$ cat src/rtl/cdb_arbiter.sv
// Round-robin arbiter for the two common data buses: up to two grants per cycle, registered broadcast.
// Optional macro CDB_ARBITER_STALL_COUNT_EN adds per-requester saturating stall counters.
module cdb_arbiter #(
  parameter int REQUESTERS = 4,
  parameter int XLEN       = 32,
  parameter int REG_BITS   = 6
) (
  input  logic                           clock,
  input  logic                           reset,
  input  logic                           delete_tag,
  input  logic [REQUESTERS-1:0]          req_valid,
  input  logic [REQUESTERS-1:0]          req_tag,
  input  logic [REQUESTERS*REG_BITS-1:0] req_arn,
  input  logic [REQUESTERS*REG_BITS-1:0] req_rrn,
  input  logic [REQUESTERS*XLEN-1:0]     req_result,
  output logic [REQUESTERS-1:0]          req_ready,
  output logic [1:0]                     bus_valid,
  output logic [1:0]                     bus_tag,
  output logic [2*REG_BITS-1:0]          bus_arn,
  output logic [2*REG_BITS-1:0]          bus_rrn,
`ifdef CDB_ARBITER_STALL_COUNT_EN
  output logic [2*XLEN-1:0]              bus_result,
  output logic [REQUESTERS*16-1:0]       stall_count
`else
  output logic [2*XLEN-1:0]              bus_result
`endif
);

  localparam int PTR_W = (REQUESTERS > 1) ? $clog2(REQUESTERS) : 1;

  logic [PTR_W-1:0]      ptr_r;
  logic [PTR_W-1:0]      ptr_nxt_s;
  logic [REQUESTERS-1:0] elig_s;
  logic [REQUESTERS-1:0] grant_s;
  logic                  g0_valid_s, g1_valid_s;
  logic [PTR_W-1:0]      g0_idx_s, g1_idx_s;
  logic [PTR_W-1:0]      scan_idx_s;
  logic [PTR_W:0]        sum_s;
  logic                  b0_tag_s, b1_tag_s;
  logic [REG_BITS-1:0]   b0_arn_s, b1_arn_s, b0_rrn_s, b1_rrn_s;
  logic [XLEN-1:0]       b0_res_s, b1_res_s;

  logic [1:0]            bus_valid_r, bus_tag_r;
  logic [2*REG_BITS-1:0] bus_arn_r, bus_rrn_r;
  logic [2*XLEN-1:0]     bus_result_r;

  assign elig_s = req_valid & ~({REQUESTERS{delete_tag}} & req_tag);

  // Scan from ptr with wrap-around; first two eligible requesters win bus 0 and bus 1.
  always_comb begin
    g0_valid_s = 1'b0;
    g1_valid_s = 1'b0;
    g0_idx_s   = '0;
    g1_idx_s   = '0;
    scan_idx_s = '0;
    sum_s      = '0;
    for (int off = 0; off < REQUESTERS; off++) begin
      sum_s = {1'b0, ptr_r} + (PTR_W+1)'(off);
      if (sum_s >= (PTR_W+1)'(REQUESTERS)) begin
        sum_s = sum_s - (PTR_W+1)'(REQUESTERS);
      end else begin
        sum_s = sum_s;
      end
      scan_idx_s = sum_s[PTR_W-1:0];
      if (elig_s[scan_idx_s]) begin
        if (!g0_valid_s) begin
          g0_valid_s = 1'b1;
          g0_idx_s   = scan_idx_s;
        end else if (!g1_valid_s) begin
          g1_valid_s = 1'b1;
          g1_idx_s   = scan_idx_s;
        end else begin
          g1_valid_s = g1_valid_s;
        end
      end else begin
        g0_valid_s = g0_valid_s;
      end
    end
  end

  // Grant vector and the payload multiplexers for each bus.
  always_comb begin
    grant_s  = '0;
    b0_tag_s = 1'b0;
    b1_tag_s = 1'b0;
    b0_arn_s = '0;
    b1_arn_s = '0;
    b0_rrn_s = '0;
    b1_rrn_s = '0;
    b0_res_s = '0;
    b1_res_s = '0;
    for (int i = 0; i < REQUESTERS; i++) begin
      if (g0_valid_s && (g0_idx_s == PTR_W'(i))) begin
        grant_s[i] = 1'b1;
        b0_tag_s   = req_tag[i];
        b0_arn_s   = req_arn[i*REG_BITS +: REG_BITS];
        b0_rrn_s   = req_rrn[i*REG_BITS +: REG_BITS];
        b0_res_s   = req_result[i*XLEN +: XLEN];
      end else begin
        b0_tag_s = b0_tag_s;
      end
      if (g1_valid_s && (g1_idx_s == PTR_W'(i))) begin
        grant_s[i] = 1'b1;
        b1_tag_s   = req_tag[i];
        b1_arn_s   = req_arn[i*REG_BITS +: REG_BITS];
        b1_rrn_s   = req_rrn[i*REG_BITS +: REG_BITS];
        b1_res_s   = req_result[i*XLEN +: XLEN];
      end else begin
        b1_tag_s = b1_tag_s;
      end
    end
  end

  // Next pointer: one past the last granted requester, modulo REQUESTERS.
  always_comb begin
    ptr_nxt_s = ptr_r;
    if (g1_valid_s) begin
      ptr_nxt_s = g1_idx_s;
    end else if (g0_valid_s) begin
      ptr_nxt_s = g0_idx_s;
    end else begin
      ptr_nxt_s = ptr_r;
    end
    if (ptr_nxt_s == PTR_W'(REQUESTERS-1)) begin
      ptr_nxt_s = '0;
    end else begin
      ptr_nxt_s = ptr_nxt_s + PTR_W'(1);
    end
  end

  // Pointer and bus registers; ungranted buses drop valid but keep their data fields.
  always_ff @(posedge clock or negedge reset) begin
    if (!reset) begin
      ptr_r        <= '0;
      bus_valid_r  <= 2'b00;
      bus_tag_r    <= 2'b00;
      bus_arn_r    <= '0;
      bus_rrn_r    <= '0;
      bus_result_r <= '0;
    end else begin
      bus_valid_r <= {g1_valid_s, g0_valid_s};
      if (g0_valid_s) begin
        ptr_r                       <= ptr_nxt_s;
        bus_tag_r[0]                <= b0_tag_s;
        bus_arn_r[0 +: REG_BITS]    <= b0_arn_s;
        bus_rrn_r[0 +: REG_BITS]    <= b0_rrn_s;
        bus_result_r[0 +: XLEN]     <= b0_res_s;
      end
      if (g1_valid_s) begin
        bus_tag_r[1]                <= b1_tag_s;
        bus_arn_r[REG_BITS +: REG_BITS] <= b1_arn_s;
        bus_rrn_r[REG_BITS +: REG_BITS] <= b1_rrn_s;
        bus_result_r[XLEN +: XLEN]  <= b1_res_s;
      end
    end
  end

  // Grants are combinational so a requester sees ready in its request cycle.
  assign req_ready  = grant_s & {REQUESTERS{reset}};
  assign bus_valid  = bus_valid_r;
  assign bus_tag    = bus_tag_r;
  assign bus_arn    = bus_arn_r;
  assign bus_rrn    = bus_rrn_r;
  assign bus_result = bus_result_r;

`ifdef CDB_ARBITER_STALL_COUNT_EN
  logic [15:0] stall_cnt_r [REQUESTERS];

  // Saturating wait counters; flush-blocked cycles count as stalls.
  always_ff @(posedge clock or negedge reset) begin
    if (!reset) begin
      for (int i = 0; i < REQUESTERS; i++) begin
        stall_cnt_r[i] <= 16'd0;
      end
    end else begin
      for (int i = 0; i < REQUESTERS; i++) begin
        if (grant_s[i]) begin
          stall_cnt_r[i] <= 16'd0;
        end else if (req_valid[i] && (stall_cnt_r[i] != 16'hFFFF)) begin
          stall_cnt_r[i] <= stall_cnt_r[i] + 16'd1;
        end
      end
    end
  end

  for (genvar gi = 0; gi < REQUESTERS; gi++) begin : g_stall_out
    assign stall_count[gi*16 +: 16] = stall_cnt_r[gi];
  end
`else
`endif

endmodule

$ cat config.mk
export PLATFORM = sky130hd
export DESIGN_NAME = cdb_arbiter
export DESIGN_NICKNAME = d
export VERILOG_FILES = /design/src/rtl/cdb_arbiter.sv
export SDC_FILE = /design/constraint.sdc
export NUM_CORES = 1
export LEC_CHECK = 0
export ABC_AREA = 1
export ABC_CLOCK_PERIOD_IN_PS = 2200
export CORE_ASPECT_RATIO = 1.4
export CORE_MARGIN = 10
export CORE_UTILIZATION = 35
export CTS_CLUSTER_DIAMETER = 150
export DETAILED_ROUTE_END_ITERATION = 8
export GPL_ROUTABILITY_DRIVEN = 0
export MAX_ROUTING_LAYER = met4
export PLACE_DENSITY = 0.71
export SLEW_MARGIN = 0
export SYNTH_ARGS = -nofsm -noshare
export SYNTH_HDL_FRONTEND = slang
export SYNTH_SLANG_ARGS = --single-unit
$ cat constraint.sdc
create_clock -name clock -period 2.2 [get_ports clock]
set_input_delay 0.44 -clock clock [delete_from_list [all_inputs] [get_ports clock]]
set_output_delay 0.44 -clock clock [all_outputs]
set_load 0.1 [all_outputs]
# Word-level counts from Yosys, hierarchy flattened
# Cells that the tools add are included.
# word_totals
regBits	94
input_bits	187
out_inout_bits	96
# op_classes
mux	80
eq_ne	7
reduce_logical	10
add_sub_neg	8
n_lt_le_gt_ge	8
n_bitwise	4
# ops
operator	count
2-to-1 mux 32 bit	8
2-to-1 mux 6 bit	16
2-to-1 mux 2 bit	22
2-to-1 mux 1 bit	30
bitwise AND 4 bit	3
< comparator 2 x 3 -> 1 bit, second input constant	4
equality test 2 bit, second input constant	5
greater-or-equal comparator 3 bit, second input constant	3
binary-select mux 1 bit (select 2 bit)	4
logical AND 1 bit	8
subtractor 2 x 1 -> 2 bit, second input constant	4
adder 2 x 2 -> 3 bit, second input constant	2
equality test 2 x 1 -> 1 bit, second input constant	2
zero test 2 bit	2
NOT 4 bit	1
adder 2 x 1 -> 3 bit, second input constant	1
greater-or-equal comparator 2 x 3 -> 1 bit, second input constant	1
adder 2 x 1 -> 2 bit, second input constant	1

# Depth between registers and ports, before layout
# Gate-level depths: netlist of the first run.
# logic_depth
ltp_word	20
ltp_mapped	18

# Worst setup path before layout of the first run
# Ideal clock, no wire load.
# synth_timing
path_type	reg2out
from	reg ptr_r[0]
to	out req_ready[2]
path_stages_with_launch	15
setup_slack_ns	-1.424
n_path_buf	2
arrival_time_ns	3.184
path_cell_list	dfrtp_1 > buf_6 > nand3_2 > nand2_1 > nand2_1 > nand2_1 > ha_1 > inv_1 > nand2_1 > nand3_1 > nand3_1 > nand2_2 > buf_6 > nand2_1 > a21oi_1
# synth_between
elab_chain_len	17
word_cells_on_any_way	55
cone_classes	7 x add/sub; 4 x order compare; 2 x eq/ne; 39 x mux; 1 x bitwise; 2 x reduce/logical
# synth_lines
item	line_no	text
from (decl)	31	logic [PTR_W-1:0] ptr_r;
from (signal assigned)	143	ptr_r <= ptr_nxt_s;
parallel branches: the longest is 15 deep, another holds adder 2 x 1 -> 3 bit	-	
2-to-1 mux 1 bit (*)	102	if (g1_valid_s && (g1_idx_s == PTR_W'(i))) begin
bitwise AND 4 bit (*)	159	assign req_ready = grant_s & {REQUESTERS{reset}};
to (decl)	16	output logic [REQUESTERS-1:0] req_ready,
# Every way passes the cells marked *. The select of a mux whose other input is x is not followed.

# Final worst setup path of the first run
# Ends and elaborated chain as after synthesis.

==> results of run 1 <==
[worst paths after layout]
path / startpoint / end / depth (start not counted)
max: ptr_r[0] / req_ready[2] / 14
min: reset / bus_result[63] / 2
max reg2reg: ptr_r[0] / bus_result[14] / 20
min reg2reg: bus_rrn[9] / bus_rrn[9] / 2
max in group asynchronous: reset / ptr_r[0] / 2
min in group clock: bus_rrn[9] / bus_rrn[9] / 2
[final cells by class]
class	instances	area [um2]
Clock buffer	11	232.7
Clock inverter	5	81.33
Fill cell	1530	6356
Inverter	74	302.8
Multi-Input combinational cell	799	4890
Sequential cell	94	2354
Tap cell	248	310.3
Timing Repair Buffer	415	4542
[timing repair]
| action | in CTS | in global routing |
|---|---|---|
| endpoints found under the setup margin | 96 | 96 |
| resized for setup | 62 | 262 |
| pin swaps | 29 | 107 |
| setup buffers | 14 | 29 |
| gates cloned | 2 | 24 |
| hold endpoints to repair | 0 | 0 |
[cell families (layout without fill, tap and decap cells)]
kind of cell,Yosys count,in the layout,synth area share
flops,94,94,0.3485
simple gates,777,777,0.5301
buf+inv,144,505,0.1025
fa+ha+maj,2,2,0.003707
compound gates,20,20,0.01520
[flip-flops by register name, indices dropped and copies added (netlist names)]
signal and flops:
bus_arn 12, bus_rrn 12, ptr_r 2, bus_valid 2, bus_result 64, bus_tag 2
[metrics by stage]
step / TNS, ns / util / setup WS, ns / cell area (um2) / hold slack, ns
after floorplan: -2.048 / - / -0.5433 / 6827 / 0.1444
after global placement: -70.75 / 0.5272 / -0.8898 / 10050 / 0.4793
after detailed placement: -75.27 / 0.5272 / -0.9167 / 10050 / 0.4826
after CTS: -24.01 / 0.5628 / -0.7087 / 10730 / 0.1822
after global routing: -51.30 / 0.6667 / -0.9165 / 12710 / 0.1689
final: -40.91 / 0.6667 / -0.8270 / 12710 / 0.1193
[synth_stat cells]
library cell / instances
ha_1: 2
nand2_1: 275
nor2_4: 2
buf_4: 11
clkbuf_1: 11
nand2_2: 8
nand4_1: 13
dfrtp_1: 94
buf_1: 2
a21oi_1: 6
inv_2: 9
o21ai_0: 8
o21ai_1: 5
buf_6: 8
nor2_1: 116
buf_2: 38
inv_1: 64
nor2_8: 1
nand2_4: 4
nand3_2: 5
nand3_1: 323
o211ai_1: 1
nand3b_1: 30
inv_4: 1
[layer usage]
metal  vias up  track usage  share of wire
met5         -            -              0
met3       154      0.04523          0.090
met2       615       0.4128           0.50
met1      4475       0.2848           0.35
li1       4141            -              -
met4         0       0.1023          0.054
==> impl_metrics.ini, run 1 <==
[cts]
cts_inserted_buffers = 9
insertion_delay_ns = 0.35
htreeDepth = 3
postCtsHoldBufs = 0
clock_sinks = 94
path_clk_slew_ns = 0.07
cts_tree = done
cts_root_buf = clkbuf_16
cts_buffer_depth = 2

[die]
die_area_um2 = 25320
num_rows = 60
fp.dieH_um = 184.3
start_util = 0.3540
io_pins = 283
core-area_um2 = 19070
die_x_um = 137.4

[grt]
antenna_found_initial = 0
grt_pass1_wl_um = 47890
grt.overflow.total = 0
grt_pass1_vias = 8466
grt_usage = 0.2473
grt_start_max_net_pins = 95

[cells_and_area]
diodes = 0
final_common_cell = nand2_1
area_growth_pct = 88.32
drive_gt1_frac = 0.3383
final_cells = 1646
final_cell_mix = nand2_1, nand3_1, clkdlybuf4s50_1
nets = 1582

[place]
dp_hpwl_um = 21900
dp.cells = 1567
io_buffers = 282

[setup_path]
critPathBufInv = 4
worstPathCellList = buf_6 > buf_6 > nand3_4 > nand2_4 > nand2_1 > nand2_1 > nand2_2 > buf_4 > nor2_4 > nand2_2 > nand2_4 > nand2_2 > a21oi_4 > buf_12
end_kind = primary output
cp-start-kind = register
path_class = register to primary output
path_common_cell = nand2_2
critical_path.max_stage_delay_ns = 0.49
critPathRequiredTime_ns = 1.76
critical_path_arrival_ns = 2.59
r2r_setup_slack_ns = -0.59
cp_max_fo = 5
critPathSlowestCell = dfrtp_2
crit_family = simple AND/OR/NAND/NOR gates

[detailed_routing]
ant_nets = 0
wire_per_inst_um = 22.87
firstDrtPassIters = 6
drt-initial-drc-count = 844
vias = 9385
drt_wl_total_um = 37640
viasPerCell = 5.702
drc_errors = 0

[logic_synthesis]
synth_top_area_share = 0.3485
syn_nets = 1226
synth_area_um2 = 6750
ys_seq_elements = 94
netlist_instances = 1037
yosysUniqueCellTypes = 24
ys.warnings.count = 0
yosysTopAreaCell = dfrtp_1
avgSynthCellArea_um2 = 6.509
seq_area_frac_synth = 0.3485
yosys-top-cells-area = dfrtp_1, nand3_1, nand2_1, nor2_1, inv_1

[sta]
tightest_slew_ns = 0.6131
timing.final.ws_setup_ns = -0.8270
maxSlewViolCount = 0
skew_ns = 0.01203
hold_viol_final = 0
maxSlewHeadroom = 0.5913
finalCritPeriodShare = 1.376
rsz0062_at_grt = true
fmax_mhz = 330.4
min_period_ns = 3.027
setup_viol = 96

[flow_run]
max-cap-violations = 0

[outcome]
outcome = finished with violations
violations = negative setup slack

[hold_path]
hp-class = primary input to asynchronous set/reset pin
Power of run 1 is left out: the tool's default activity adds up to more than one toggle a clock period on the data nets, which glitch-free logic cannot reach.
==> run 2, diff against run 1 <==
--- a/config.mk
+++ b/config.mk
@@ -10,7 +10,6 @@
 export CORE_ASPECT_RATIO = 1.4
 export CORE_MARGIN = 10
 export CORE_UTILIZATION = 35
-export CTS_CLUSTER_DIAMETER = 150
 export DETAILED_ROUTE_END_ITERATION = 8
 export GPL_ROUTABILITY_DRIVEN = 0
 export MAX_ROUTING_LAYER = met4
==> results of run 2 <==
The final DEF is identical to that of run 1; final timing and power are the same.
Power of run 2 is left out for the same reason.
